===== src/rtl/sipo_pkg.sv =====
// Shared types and helpers for the serial-in/parallel-out frame receiver.
package sipo_pkg;

  typedef enum logic {
    IDLE = 1'b0,
    RECV = 1'b1
  } state_e;

  localparam int unsigned DEFAULT_WIDTH = 4;
  localparam int unsigned CNT_W         = $clog2(DEFAULT_WIDTH) + 1;

  // Width of a bit counter that must be able to hold the value WIDTH.
  function automatic int unsigned cnt_width(input int unsigned width);
    return $clog2(width) + 1;
  endfunction

  // Bit position a newly received bit enters the shift register at.
  function automatic int unsigned entry_bit(input int unsigned width, input bit lsb_first);
    return lsb_first ? width - 1 : 0;
  endfunction

endpackage


===== src/rtl/sipo_bit_counter.sv =====
// Bit counter: realigns on sync, counts valid bits and wraps after WIDTH, flagging the completing edge.
module sipo_bit_counter
  import sipo_pkg::*;
#(
  parameter int unsigned WIDTH = 4,
  parameter int unsigned CW    = cnt_width(WIDTH)
) (
  input  logic          clk,
  input  logic          rst,
  input  logic          inc_i,
  input  logic          sync_i,
  output logic [CW-1:0] cnt_o,
  output logic          done_o
);

  localparam logic [CW-1:0] LAST = CW'(WIDTH - 1);

  logic [CW-1:0] cnt_q;
  logic [CW-1:0] cnt_d;

  always_comb begin
    // NOTE: every output of this block gets a default first, so no path can infer a latch.
    done_o = inc_i && !sync_i && (cnt_q == LAST);
    cnt_d  = cnt_q;
    if (sync_i) begin
      cnt_d = inc_i ? CW'(1) : '0;
    end else if (done_o) begin
      cnt_d = '0;
    end else if (inc_i) begin
      cnt_d = cnt_q + CW'(1);
    end
  end

  // NOTE: state updates use non-blocking assignments so all flops sample pre-edge values.
  always_ff @(posedge clk or negedge rst) begin
    if (!rst) begin
      cnt_q <= '0;
    end else begin
      cnt_q <= cnt_d;
    end
  end

  assign cnt_o = cnt_q;

endmodule


===== src/rtl/sipo_frame_receiver.sv =====
// Deserializes a serial bit stream into WIDTH-bit words held behind a valid/ready handshake,
// flagging words lost to back-pressure in a sticky overrun bit.
module sipo_frame_receiver
  import sipo_pkg::*;
#(
  parameter int unsigned WIDTH     = 4,
  parameter int unsigned LSB_FIRST = 1
) (
  input  logic                        clk,
  input  logic                        rst,
  input  logic                        sin,
  input  logic                        bit_valid,
  input  logic                        sync,
  output logic [WIDTH-1:0]            data_out,
  output logic                        out_valid,
  input  logic                        out_ready,
  output logic [cnt_width(WIDTH)-1:0] bit_cnt,
  output logic                        overrun,
  input  logic                        clr_ovr
);

  localparam int unsigned BIT_CNT_W = cnt_width(WIDTH);
  localparam int unsigned ENTRY     = entry_bit(WIDTH, LSB_FIRST != 0);

  state_e           state_q;
  logic [WIDTH-1:0] shift_q;
  logic [WIDTH-1:0] data_q;
  logic             valid_q;
  logic             ovr_q;

  logic [WIDTH-1:0] shift_base;
  logic [WIDTH-1:0] word_d;
  logic [WIDTH-1:0] seed_d;
  logic             done;
  logic             load_ok;

  sipo_bit_counter #(
    .WIDTH (WIDTH),
    .CW    (BIT_CNT_W)
  ) u_bit_counter (
    .clk    (clk),
    .rst    (rst),
    .inc_i  (bit_valid),
    .sync_i (sync),
    .cnt_o  (bit_cnt),
    .done_o (done)
  );

  // A word always starts from an empty register, whatever the shift register holds in IDLE.
  always_comb begin
    shift_base    = (state_q == RECV) ? shift_q : '0;
    word_d        = (LSB_FIRST != 0) ? (shift_base >> 1) : (shift_base << 1);
    word_d[ENTRY] = sin;
    seed_d        = '0;
    seed_d[ENTRY] = sin;
  end

  // The holding register may take a new word if it is empty or being drained on this edge.
  assign load_ok = !valid_q || out_ready;

  always_ff @(posedge clk or negedge rst) begin
    if (!rst) begin
      state_q <= IDLE;
      shift_q <= '0;
      data_q  <= '0;
      valid_q <= 1'b0;
      ovr_q   <= 1'b0;
    end else begin
      if (sync) begin
        shift_q <= bit_valid ? seed_d : '0;
        state_q <= bit_valid ? RECV : IDLE;
      end else if (bit_valid) begin
        shift_q <= done ? '0 : word_d;
        state_q <= done ? IDLE : RECV;
      end

      if (done && load_ok) begin
        data_q  <= word_d;
        valid_q <= 1'b1;
      end else if (valid_q && out_ready) begin
        valid_q <= 1'b0;
      end

      // A drop on the same edge as a clear leaves overrun set.
      if (done && !load_ok) begin
        ovr_q <= 1'b1;
      end else if (clr_ovr) begin
        ovr_q <= 1'b0;
      end
    end
  end

  assign data_out  = data_q;
  assign out_valid = valid_q;
  assign overrun   = ovr_q;

endmodule


===== config.mk =====
export PLATFORM = sky130hd
export DESIGN_NAME = sipo_frame_receiver
export DESIGN_NICKNAME = d
export VERILOG_FILES = /design/src/rtl/sipo_pkg.sv /design/src/rtl/sipo_bit_counter.sv /design/src/rtl/sipo_frame_receiver.sv
export SDC_FILE = /design/constraint.sdc
export NUM_CORES = 1
export LEC_CHECK = 0
export CORE_MARGIN = 5
export CORE_UTILIZATION = 30
export DETAILED_ROUTE_END_ITERATION = 8
export MAX_ROUTING_LAYER = met4
export PLACE_DENSITY = 0.62
export SKIP_LAST_GASP = 1
export SYNTH_ARGS = -nofsm -noshare
export SYNTH_HDL_FRONTEND = slang
export SYNTH_HIERARCHICAL = 1
export SYNTH_SLANG_ARGS = --single-unit

===== constraint.sdc =====
create_clock -name clk -period 1.98 [get_ports clk]
set_input_delay 0.594 -clock clk [delete_from_list [all_inputs] [get_ports clk]]
set_output_delay 0.594 -clock clk [all_outputs]
set_load 0.03 [all_outputs]

==> results_tabular.tex, run 1 <==
\begin{tabular}{lr}
\hline
Metric & Value \\
\hline
\multicolumn{2}{l}{\textbf{Logic synthesis}} \\
Cell Area, Synth & 568.0 um\^{}2 \\
Share of flip-flops with an asynchronous set or reset after synthesis & 100.0\% \\
Leading register cell type out of synthesis & dfrtp\_1 \\
Number of warnings reported in the yosys synthesis log & 6 \\
Sequential fraction of the synthesis area & 57.27\% \\
Most frequent cell after synthesis & dfrtp\_1 \\
Top post-synthesis cells by area & dfrtp\_1 (57\%), a21bo\_2 (5.3\%), inv\_1 (5.3\%) \\
Top cell type's share of synthesized area & 57.27\% \\
Synth Register Bits & 13 \\
Top cell type by total area after synthesis & dfrtp\_1 \\
Post-synthesis cell type count & 21 \\
Commonest cells post-synth & dfrtp\_1 (13), inv\_1 (8), a21oi\_1 (4) \\
Synthesized instance count & 52 \\
Syn Nets & 60 \\
Number of enable flip-flop cells after synthesis & 0 \\
Mean instance size in the synthesized netlist & 10.92 um\^{}2 \\
\multicolumn{2}{l}{\textbf{Floorplan}} \\
Count of pins on the block boundary & 16 \\
Number of standard-cell rows in the floorplan & 15 \\
Die span in y & 53.52 um \\
Core Footprint & 0.001764 mm\^{}2 \\
Initial standard-cell utilization of the core & 32.20\% \\
Die Outline Area & 0.002864 mm\^{}2 \\
Die Span X & 53.52 um \\
\multicolumn{2}{l}{\textbf{Final layout}} \\
Utilization after layout & 45.82\% \\
Proportion of layout cells with a drive suffix above 1 & 17.33\% \\
Layout net count & 84 \\
Post-Layout Inst Area & 808.3 um\^{}2 \\
Fill cell total of the finished layout & 182 \\
Final Non-Filler Cells & 100 \\
Sequential cell area & 325.3 um\^{}2 \\
Total inserted antenna cells & 0 \\
Signed area change from the synthesized netlist to the final layout & 42.29\% \\
Area used by multi-input combinational logic & 212.7 um\^{}2 \\
\multicolumn{2}{l}{\textbf{STA}} \\
Final critical delay including setup and external delays & 1.933 ns \\
Relative max-transition margin & 62.44\% \\
Setup total negative slack & 0 ns \\
Smallest hold slack & 0.4931 ns \\
Portion of the clock cycle consumed by the worst path in the final layout & 97.60\% \\
Final worst setup slack & 0.04748 ns \\
Clock Skew & 0.004600 ns \\
Actual transition at the worst max-transition pin & 0.5616 ns \\
Highest attainable clock frequency & 0.5175 GHz \\
RSZ-0062 raised after global routing & no \\
Setup-violating endpoint count in the final report & 0 \\
Total count of hold-check failures in the final report & 0 \\
Count of final max-slew check failures & 0 \\
\multicolumn{2}{l}{\textbf{Clock tree}} \\
Cts hold-fix bufs & 0 \\
Number of gates resized after cts & 0 \\
Clock root cell & clkbuf\_4 \\
H-Tree Depth & 1 \\
Maximum clock insertion buffer count & 2 \\
Clock transition at the register clock pins on the worst setup and hold paths after CTS & 0.08 ns \\
Clock latency of the later-clocked register in the worst-skew pair & 0.27 ns \\
Sink Count & 13 \\
Total CTS buffers & 3 \\
Total setup buffers inserted after CTS & 0 \\
TritonCTS clock tree & done \\
\multicolumn{2}{l}{\textbf{Power}} \\
Final Total Pwr & 0.5941 mW \\
Max VDD drop & 0.2712 mV \\
Power Dens Cells & 735.0 mW/mm\^{}2 \\
Leakage power figure & 0.3870 nW \\
\multicolumn{2}{l}{\textbf{GRT}} \\
Wire length of the first global-routing pass & 1869 um \\
Number of global-route vias before repair & 420 \\
Initial antenna violation count & 0 \\
Total global routing overflow & 0 \\
Global routing usage summed across all routing layers & 9.644\% \\
Maximum number of pins on one net before global-route repair & 14 \\
\multicolumn{2}{l}{\textbf{Worst setup path}} \\
Signal arrival time at the worst endpoint & 1.34 ns \\
CP max FO & 3 \\
Crit path required time & 1.39 ns \\
Critical-path top delay cell & clkdlybuf4s50\_1 \\
Crit path buf inv count & 1 \\
Highest cell delay on the worst timing path & 0.68 ns \\
Crit end category & output port \\
Kind of start point of the critical path & flop \\
Critical path class & reg2out \\
Critical-path cell list & clkdlybuf4s50\_1 \\
Register-to-register path setup slack & 0.50 ns \\
Crit path max-delay family & buffers and inverters \\
\multicolumn{2}{l}{\textbf{Detailed routing}} \\
DRT Wirelength & 1164 um \\
Antenna Nets Post-Route & 0 \\
DR WL/cell & 11.64 um \\
Total DRC errors in the routed layout & 0 \\
Detailed router's first-iteration violation count & 4 \\
Number of iterations in the first detailed-routing pass & 4 \\
Number of vias in the routed layout & 453 \\
Average vias per placed instance & 4.530 \\
\multicolumn{2}{l}{\textbf{Placement}} \\
Count of input and output buffers & 15 \\
Detail Placement HPWL & 882.2 um \\
Post-placement setup slack & 0.02194 ns \\
Cell Count Post-Placement & 96 \\
Post-placement cell area & 779.5 um\^{}2 \\
Routability cong. & 0.7407 \\
\multicolumn{2}{l}{\textbf{Min path}} \\
Worst min path class & reg2reg \\
\multicolumn{2}{l}{\textbf{Outcome}} \\
Outcome & finished clean \\
\multicolumn{2}{l}{\textbf{Run}} \\
Max Cap Viol & 0 \\
\hline
\end{tabular}
-- per-layer routing --
layer | GRT usage (%) | wire length [um]
met5 | - | 0
met4 | 7.660 | 19
met3 | 1.690 | 74
met2 | 13.27 | 510
met1 | 12.26 | 560
-- report_power, final --
| group | internal (mW) | switching (mW) |
|---|---|---|
| sequential | 0.286 | 0.0145 |
| combinational | 0.0647 | 0.0674 |
| clock | 0.0779 | 0.0841 |
| total | 0.428 | 0.166 |
-- kinds of logic after synthesis --
logic type | Yosys count | synth area share, %
DFF | 13 | 57.27
muxes | 1 | 2.642
buffers and inverters | 8 | 5.287
and+or+nand+nor | 16 | 15.86
AOI/OAI and AO/OA | 13 | 16.74
adders and majority gates | 1 | 2.202
-- state kept, by name, summed over array words and instances (netlist names) --
register             count
data_out                 4
shift_q                  3
u_bit_counter/cnt_o      3
out_valid                1
overrun                  1
state_q                  1
-- final cells by class --
type,count,share of cell area [%]
Clock buffer,4,3.251
Inverter,8,3.715
Multi-Input combinational cell,31,26.32
Sequential cell,13,40.25
Tap cell,25,3.870
Timing Repair Buffer,19,22.60
-- final timing paths --
kind | startpoint | end | cells after the start
worst max-delay path | u_bit_counter/cnt_o[1] | bit_cnt[1] | 1
worst min-delay path | data_out[1] | data_out[1] | 1
worst max register to register | u_bit_counter/cnt_o[1] | data_out[3] | 6
worst min register to register | data_out[1] | data_out[1] | 1
max in group asynchronous | rst | shift_q[1] | 1
min in group asynchronous | rst | overrun | 1
-- layout by cell type, fill, tap and decap left out, types with 2 or more instances in the layout --
master | synthesis | final
dfrtp_1 | 13 | 13
buf_4 | 0 | 4
a21oi_1 | 4 | 4
clkdlybuf4s50_1 | 0 | 14
a21bo_2 | 3 | 3
nor2_1 | 3 | 3
a32oi_1 | 2 | 2
clkbuf_4 | 0 | 3
inv_1 | 8 | 8
nand4_1 | 3 | 3
nand2_1 | 3 | 3
(Power assumes the default switching activity.)
==> run 2: changes to the inputs <==
Settings changed: CORE_MARGIN 5 to 2, MAX_ROUTING_LAYER met4 to not set.
==> run 2 against run 1 <==
  * First-iteration DRC count up 100%
  * Critical path depth is the same
  * Clock skew down 0.0037 ns
  * Clock power down 4%
  * Register-to-register slack barely moved
  * Sequential power about the same
  * Critical path type unchanged
==> results_tabular.tex, run 2 (synthesis gave the netlist of run 1 again) <==
\begin{tabular}{lr}
\hline
Metric & Value \\
\hline
\multicolumn{2}{l}{\textbf{STA}} \\
Highest attainable clock frequency & 0.5194 GHz \\
Final critical delay including setup and external delays & 1.925 ns \\
Clock Skew & 0.0009478 ns \\
Count of final max-slew check failures & 0 \\
Final worst setup slack & 0.05467 ns \\
Total count of hold-check failures in the final report & 0 \\
RSZ-0062 raised after global routing & no \\
Setup total negative slack & 0 ns \\
Relative max-transition margin & 78.68\% \\
Setup-violating endpoint count in the final report & 0 \\
Actual transition at the worst max-transition pin & 0.3192 ns \\
Portion of the clock cycle consumed by the worst path in the final layout & 97.24\% \\
\multicolumn{2}{l}{\textbf{Worst setup path}} \\
Critical-path cell list & clkdlybuf4s50\_1 \\
Critical path class & reg2out \\
Crit path buf inv count & 1 \\
Endpoint of the worst register-to-register path & data\_out[3] \\
Critical-path top delay cell & clkdlybuf4s50\_1 \\
Crit path max-delay family & buffers and inverters \\
Crit end category & output port \\
Crit path required time & 1.39 ns \\
Register-to-register path setup slack & 0.51 ns \\
Depth of the most critical reg-to-reg path & 6 \\
Launch instance of the worst register-to-register path & u\_bit\_counter/cnt\_o[0] \\
Signal arrival time at the worst endpoint & 1.33 ns \\
CP max FO & 2 \\
Kind of start point of the critical path & flop \\
Total stage count of the critical path & 1 \\
Worst setup path endpoint & out\_valid \\
Highest cell delay on the worst timing path & 0.68 ns \\
Start point of the critical path & out\_valid \\
\multicolumn{2}{l}{\textbf{Floorplan}} \\
Initial standard-cell utilization of the core & 32.54\% \\
Die Outline Area & 0.002258 mm\^{}2 \\
Core Footprint & 0.001745 mm\^{}2 \\
Count of pins on the block boundary & 16 \\
Die span in y & 47.52 um \\
Number of standard-cell rows in the floorplan & 15 \\
Die Span X & 47.52 um \\
\multicolumn{2}{l}{\textbf{Clock tree}} \\
Sink Count & 13 \\
Total setup buffers inserted after CTS & 0 \\
TritonCTS clock tree & done \\
H-Tree Depth & 1 \\
Cts hold-fix bufs & 0 \\
Clock transition at the register clock pins on the worst setup and hold paths after CTS & 0.07 ns \\
Total CTS buffers & 3 \\
Maximum clock insertion buffer count & 2 \\
Number of gates resized after cts & 0 \\
Clock root cell & clkbuf\_4 \\
Clock latency of the later-clocked register in the worst-skew pair & 0.26 ns \\
\multicolumn{2}{l}{\textbf{GRT}} \\
Number of global-route vias before repair & 445 \\
Global routing usage summed across all routing layers & 12.51\% \\
Initial antenna violation count & 0 \\
Maximum number of pins on one net before global-route repair & 14 \\
Total global routing overflow & 0 \\
Wire length of the first global-routing pass & 1897 um \\
\multicolumn{2}{l}{\textbf{Power}} \\
Leakage power figure & 0.3898 nW \\
Max VDD drop & 0.3277 mV \\
Final Total Pwr & 0.5883 mW \\
Power Dens Cells & 721.2 mW/mm\^{}2 \\
\multicolumn{2}{l}{\textbf{Placement}} \\
Routability cong. & 0.7329 \\
Count of input and output buffers & 15 \\
Post-placement setup slack & 0.009378 ns \\
Post-placement cell area & 787.0 um\^{}2 \\
Detail Placement HPWL & 867.7 um \\
\multicolumn{2}{l}{\textbf{Min path}} \\
Worst min path class & reg2reg \\
WHS Path Cells & 1 \\
\multicolumn{2}{l}{\textbf{Final layout}} \\
Post-Layout Inst Area & 815.8 um\^{}2 \\
Most frequent standard cell in the layout excluding fill and tap cells & clkdlybuf4s50\_1 \\
Proportion of layout cells with a drive suffix above 1 & 18.42\% \\
Signed area change from the synthesized netlist to the final layout & 43.61\% \\
Layout net count & 85 \\
Leading cell types in the layout, fill and taps excluded & clkdlybuf4s50\_1 (14), dfrtp\_1 (13), inv\_1 (8) \\
Total inserted antenna cells & 0 \\
Flip-flop count of the largest register after layout & 4 \\
Fill cell total of the finished layout & 181 \\
\multicolumn{2}{l}{\textbf{Detailed routing}} \\
DR WL/cell & 10.79 um \\
DRT Wirelength & 1090 um \\
Detailed router's first-iteration violation count & 8 \\
Antenna Nets Post-Route & 0 \\
Total DRC errors in the routed layout & 0 \\
Number of vias in the routed layout & 460 \\
Average vias per placed instance & 4.554 \\
Number of iterations in the first detailed-routing pass & 4 \\
\multicolumn{2}{l}{\textbf{Outcome}} \\
Outcome & finished clean \\
\multicolumn{2}{l}{\textbf{Run}} \\
Max Cap Viol & 0 \\
\hline
\end{tabular}
[run 2: cell types whose count changed in the layout (fill, tap and decap cells not counted), sizes merged]
cell / change
buf: +1
[run 2: final cells by class]
cell class	count	area, um^2	share of cell area [%]
flip-flops and latches	13	325.3	39.88
multi-input cells	31	212.7	26.07
repair buffers	20	190.2	23.31
well taps	25	31.28	3.834
inverters	8	30.03	3.681
clock buffers	4	26.28	3.221
[run 2: power breakdown]
part	internal, mW	switching [mW]
combinational	0.0659	0.0671
clock	0.0778	0.0780
sequential	0.286	0.0141
[run 2: metal layers]
layer | wire length (um) | global-route usage, %
met3 | 33 | 2.264
met2 | 493 | 19.19
met5 | 0 | 0
met4 | 28 | 10.00
met1 | 535 | 15.33
[run 2: how the worst min path moves through the flow]
stage                            from          end  slack [ns]
after floorplan                   rst  data_out[0]        0.30
after global placement    data_out[1]  data_out[1]        0.48
after detailed placement  data_out[0]  data_out[0]        0.48
after CTS                 data_out[0]  data_out[0]        0.50
after global routing      data_out[1]  data_out[1]        0.52
final                     data_out[2]  data_out[2]        0.49
[run 2: per-stage QoR]
step / util (%) / cells / hold slack, ns
3_5_place_dp: 45.09 / 97 / 0.4811
6_report: 46.74 / 101 / 0.4926
5_1_grt: 46.74 / 101 / 0.5191
3_3_place_gp: 45.09 / 97 / 0.4838
4_1_cts: 46.60 / 101 / 0.4987
2_1_floorplan: - / 52 / 0.2984
==> run 3: changes to the inputs <==
Settings changed: CORE_MARGIN 2 to not set, CTS_CLUSTER_DIAMETER set to 100, GPL_TIMING_DRIVEN set to 0.
==> run 3 against run 2 <==
  * Worst setup slack gained 0.0041 ns
  * Register-to-register slack about the same
  * Final cell count is 5.0% lower
  * Clock-buffer cell count is the same
  * Fmax is 0.21% higher
  * Core utilization down 1.4 points
  * Die area decreased by 8.2%
  * Routed wire length down 2.3%
==> results_tabular.tex, run 3 (synthesis gave the netlist of run 1 again) <==
\begin{tabular}{lr}
\hline
Metric & Value \\
\hline
\multicolumn{2}{l}{\textbf{STA}} \\
Setup total negative slack & 0 ns \\
Final critical delay including setup and external delays & 1.921 ns \\
Relative max-transition margin & 61.63\% \\
Clock Skew & 0.002569 ns \\
Setup-violating endpoint count in the final report & 0 \\
Actual transition at the worst max-transition pin & 0.5737 ns \\
Portion of the clock cycle consumed by the worst path in the final layout & 97.03\% \\
Smallest hold slack & 0.4887 ns \\
Highest attainable clock frequency & 0.5205 GHz \\
Count of final max-slew check failures & 0 \\
RSZ-0062 raised after global routing & no \\
Total count of hold-check failures in the final report & 0 \\
\multicolumn{2}{l}{\textbf{Detailed routing}} \\
DRT Wirelength & 1065 um \\
Total DRC errors in the routed layout & 0 \\
DR WL/cell & 11.09 um \\
Average vias per placed instance & 4.500 \\
Antenna Nets Post-Route & 0 \\
Detailed router's first-iteration violation count & 8 \\
Number of iterations in the first detailed-routing pass & 3 \\
Number of vias in the routed layout & 432 \\
\multicolumn{2}{l}{\textbf{Run}} \\
Max Cap Viol & 0 \\
\multicolumn{2}{l}{\textbf{Worst setup path}} \\
Crit path required time & 1.39 ns \\
Crit path max-delay family & buffers and inverters \\
Start point of the critical path & u\_bit\_counter/cnt\_o[2] \\
Critical path class & reg2out \\
CP max FO & 3 \\
Crit end category & output port \\
Signal arrival time at the worst endpoint & 1.33 ns \\
Critical-path cell list & clkdlybuf4s50\_1 \\
Crit path buf inv count & 1 \\
Critical-path top delay cell & clkdlybuf4s50\_1 \\
Kind of start point of the critical path & flop \\
Launch instance of the worst register-to-register path & u\_bit\_counter/cnt\_o[0] \\
Register-to-register path setup slack & 0.52 ns \\
Highest cell delay on the worst timing path & 0.68 ns \\
\multicolumn{2}{l}{\textbf{Power}} \\
Max VDD drop & 0.2910 mV \\
Power dissipated by switching net loads & 0.1679 mW \\
Clock power frac & 27.8\% \\
Fraction of power spent switching nets & 28.35\% \\
Design internal power & 0.4244 mW \\
Power Dens Cells & 747.8 mW/mm\^{}2 \\
Leakage power figure & 0.3802 nW \\
Seq pwr share & 50.7\% \\
Proportion of power drawn by combinational gates & 21.5\% \\
\multicolumn{2}{l}{\textbf{Clock tree}} \\
Clock transition at the register clock pins on the worst setup and hold paths after CTS & 0.08 ns \\
Sink Count & 13 \\
Cts hold-fix bufs & 0 \\
TritonCTS clock tree & done \\
Clock root cell & clkbuf\_4 \\
Clock latency of the later-clocked register in the worst-skew pair & 0.28 ns \\
Total CTS buffers & 3 \\
H-Tree Depth & 1 \\
Maximum clock insertion buffer count & 2 \\
\multicolumn{2}{l}{\textbf{GRT}} \\
Wire length of the first global-routing pass & 1718 um \\
Total global routing overflow & 0 \\
Global routing usage summed across all routing layers & 12.39\% \\
Initial antenna violation count & 0 \\
Maximum number of pins on one net before global-route repair & 14 \\
Number of global-route vias before repair & 392 \\
\multicolumn{2}{l}{\textbf{Final layout}} \\
Flip-flop count of the largest register after layout & 4 \\
Proportion of layout cells with a drive suffix above 1 & 14.08\% \\
Leading cell types in the layout, fill and taps excluded & dfrtp\_1 (13), clkdlybuf4s50\_1 (13), inv\_1 (8) \\
Total inserted antenna cells & 0 \\
Signed area change from the synthesized netlist to the final layout & 39.43\% \\
Final Non-Filler Cells & 96 \\
Layout net count & 80 \\
\multicolumn{2}{l}{\textbf{Min path}} \\
Hold Crit Start & data\_out[1] \\
Worst min path class & reg2reg \\
\multicolumn{2}{l}{\textbf{Floorplan}} \\
Die Outline Area & 0.002072 mm\^{}2 \\
Count of pins on the block boundary & 16 \\
Die Span X & 45.52 um \\
Initial standard-cell utilization of the core & 32.54\% \\
Die span in y & 45.52 um \\
Core Footprint & 0.001745 mm\^{}2 \\
Number of standard-cell rows in the floorplan & 15 \\
\multicolumn{2}{l}{\textbf{Placement}} \\
Detail Placement HPWL & 786.5 um \\
Cell Count Post-Placement & 92 \\
Count of input and output buffers & 15 \\
Routability cong. & 0.7419 \\
\multicolumn{2}{l}{\textbf{Outcome}} \\
Outcome & finished clean \\
\hline
\end{tabular}
[run 3: cell types whose count changed in the layout (fill, tap and decap cells not counted)]
cell             change
nor3_4               +1
nor3_1               -1
dlymetal6s2s_1       +1
buf_4                -5
clkdlybuf4s50_1      -1
[run 3: worst paths after layout]
kind / to / cells past startpoint
worst max-delay path: bit_cnt[2] / 1
worst min-delay path: data_out[1] / 1
worst max register to register: data_out[3] / 5
worst min register to register: data_out[1] / 1
max in group asynchronous: u_bit_counter/cnt_o[1] / 1
min in group asynchronous: data_out[3] / 1
[run 3: power groups by stage]
stage / clock, mW / sequential [mW] / combinational, mW
after floorplan: 0 / 0.336 / 0.0346
after global placement: 0 / 0.304 / 0.126
after detailed placement: 0 / 0.306 / 0.126
after CTS: 0.171 / 0.300 / 0.129
after global routing: 0.182 / 0.302 / 0.136
final: 0.165 / 0.300 / 0.128
[run 3: timing repair]
item	CTS	global route
pin swaps	0	0
endpoints found under the setup margin	9	6
gates resized for setup	2	2
buffers inserted	0	0
[run 3: worst register-to-register path, delay by kind of cell (launching register included)]
kind	cells	cell delay, ns
AND/OR/NAND/NOR	3	0.50
adder cells (fa/ha/maj)	1	0.17
multiplexers	1	0.31
flip-flops	1	0.37
[run 3: metal layers]
layer  GRT usage, %  vias up  routed length (um)
li1               -      218                   -
met1          15.96      195                 481
met2          16.29       14                 470
met3          2.778        5                  61
met4          12.73        0                  52
met5              0        -                   0
[run 3: layout make-up]
| cell class | count | area (um^2) |
|---|---|---|
| inverter | 8 | 30.03 |
| tap | 25 | 31.28 |
| clock buffer | 4 | 26.28 |
| sequential | 13 | 325.3 |
| multi-input combinational | 31 | 224.0 |
| timing repair buffer | 15 | 155.1 |
| fill | 172 | 953.4 |
[run 3: per-stage QoR]
stage	total power [mW]	cell area [um^2]	utilization, %	worst slack [ns]
global placement	0.4298	749.5	42.94	-0.5700
detailed placement	0.4321	749.5	42.94	-0.5630
finish	0.5922	792.0	45.38	0.05876
global route	0.6205	792.0	45.38	0.003612
floorplan	0.3709	568.0	-	0.1851
CTS	0.6000	787.0	45.09	0.01613
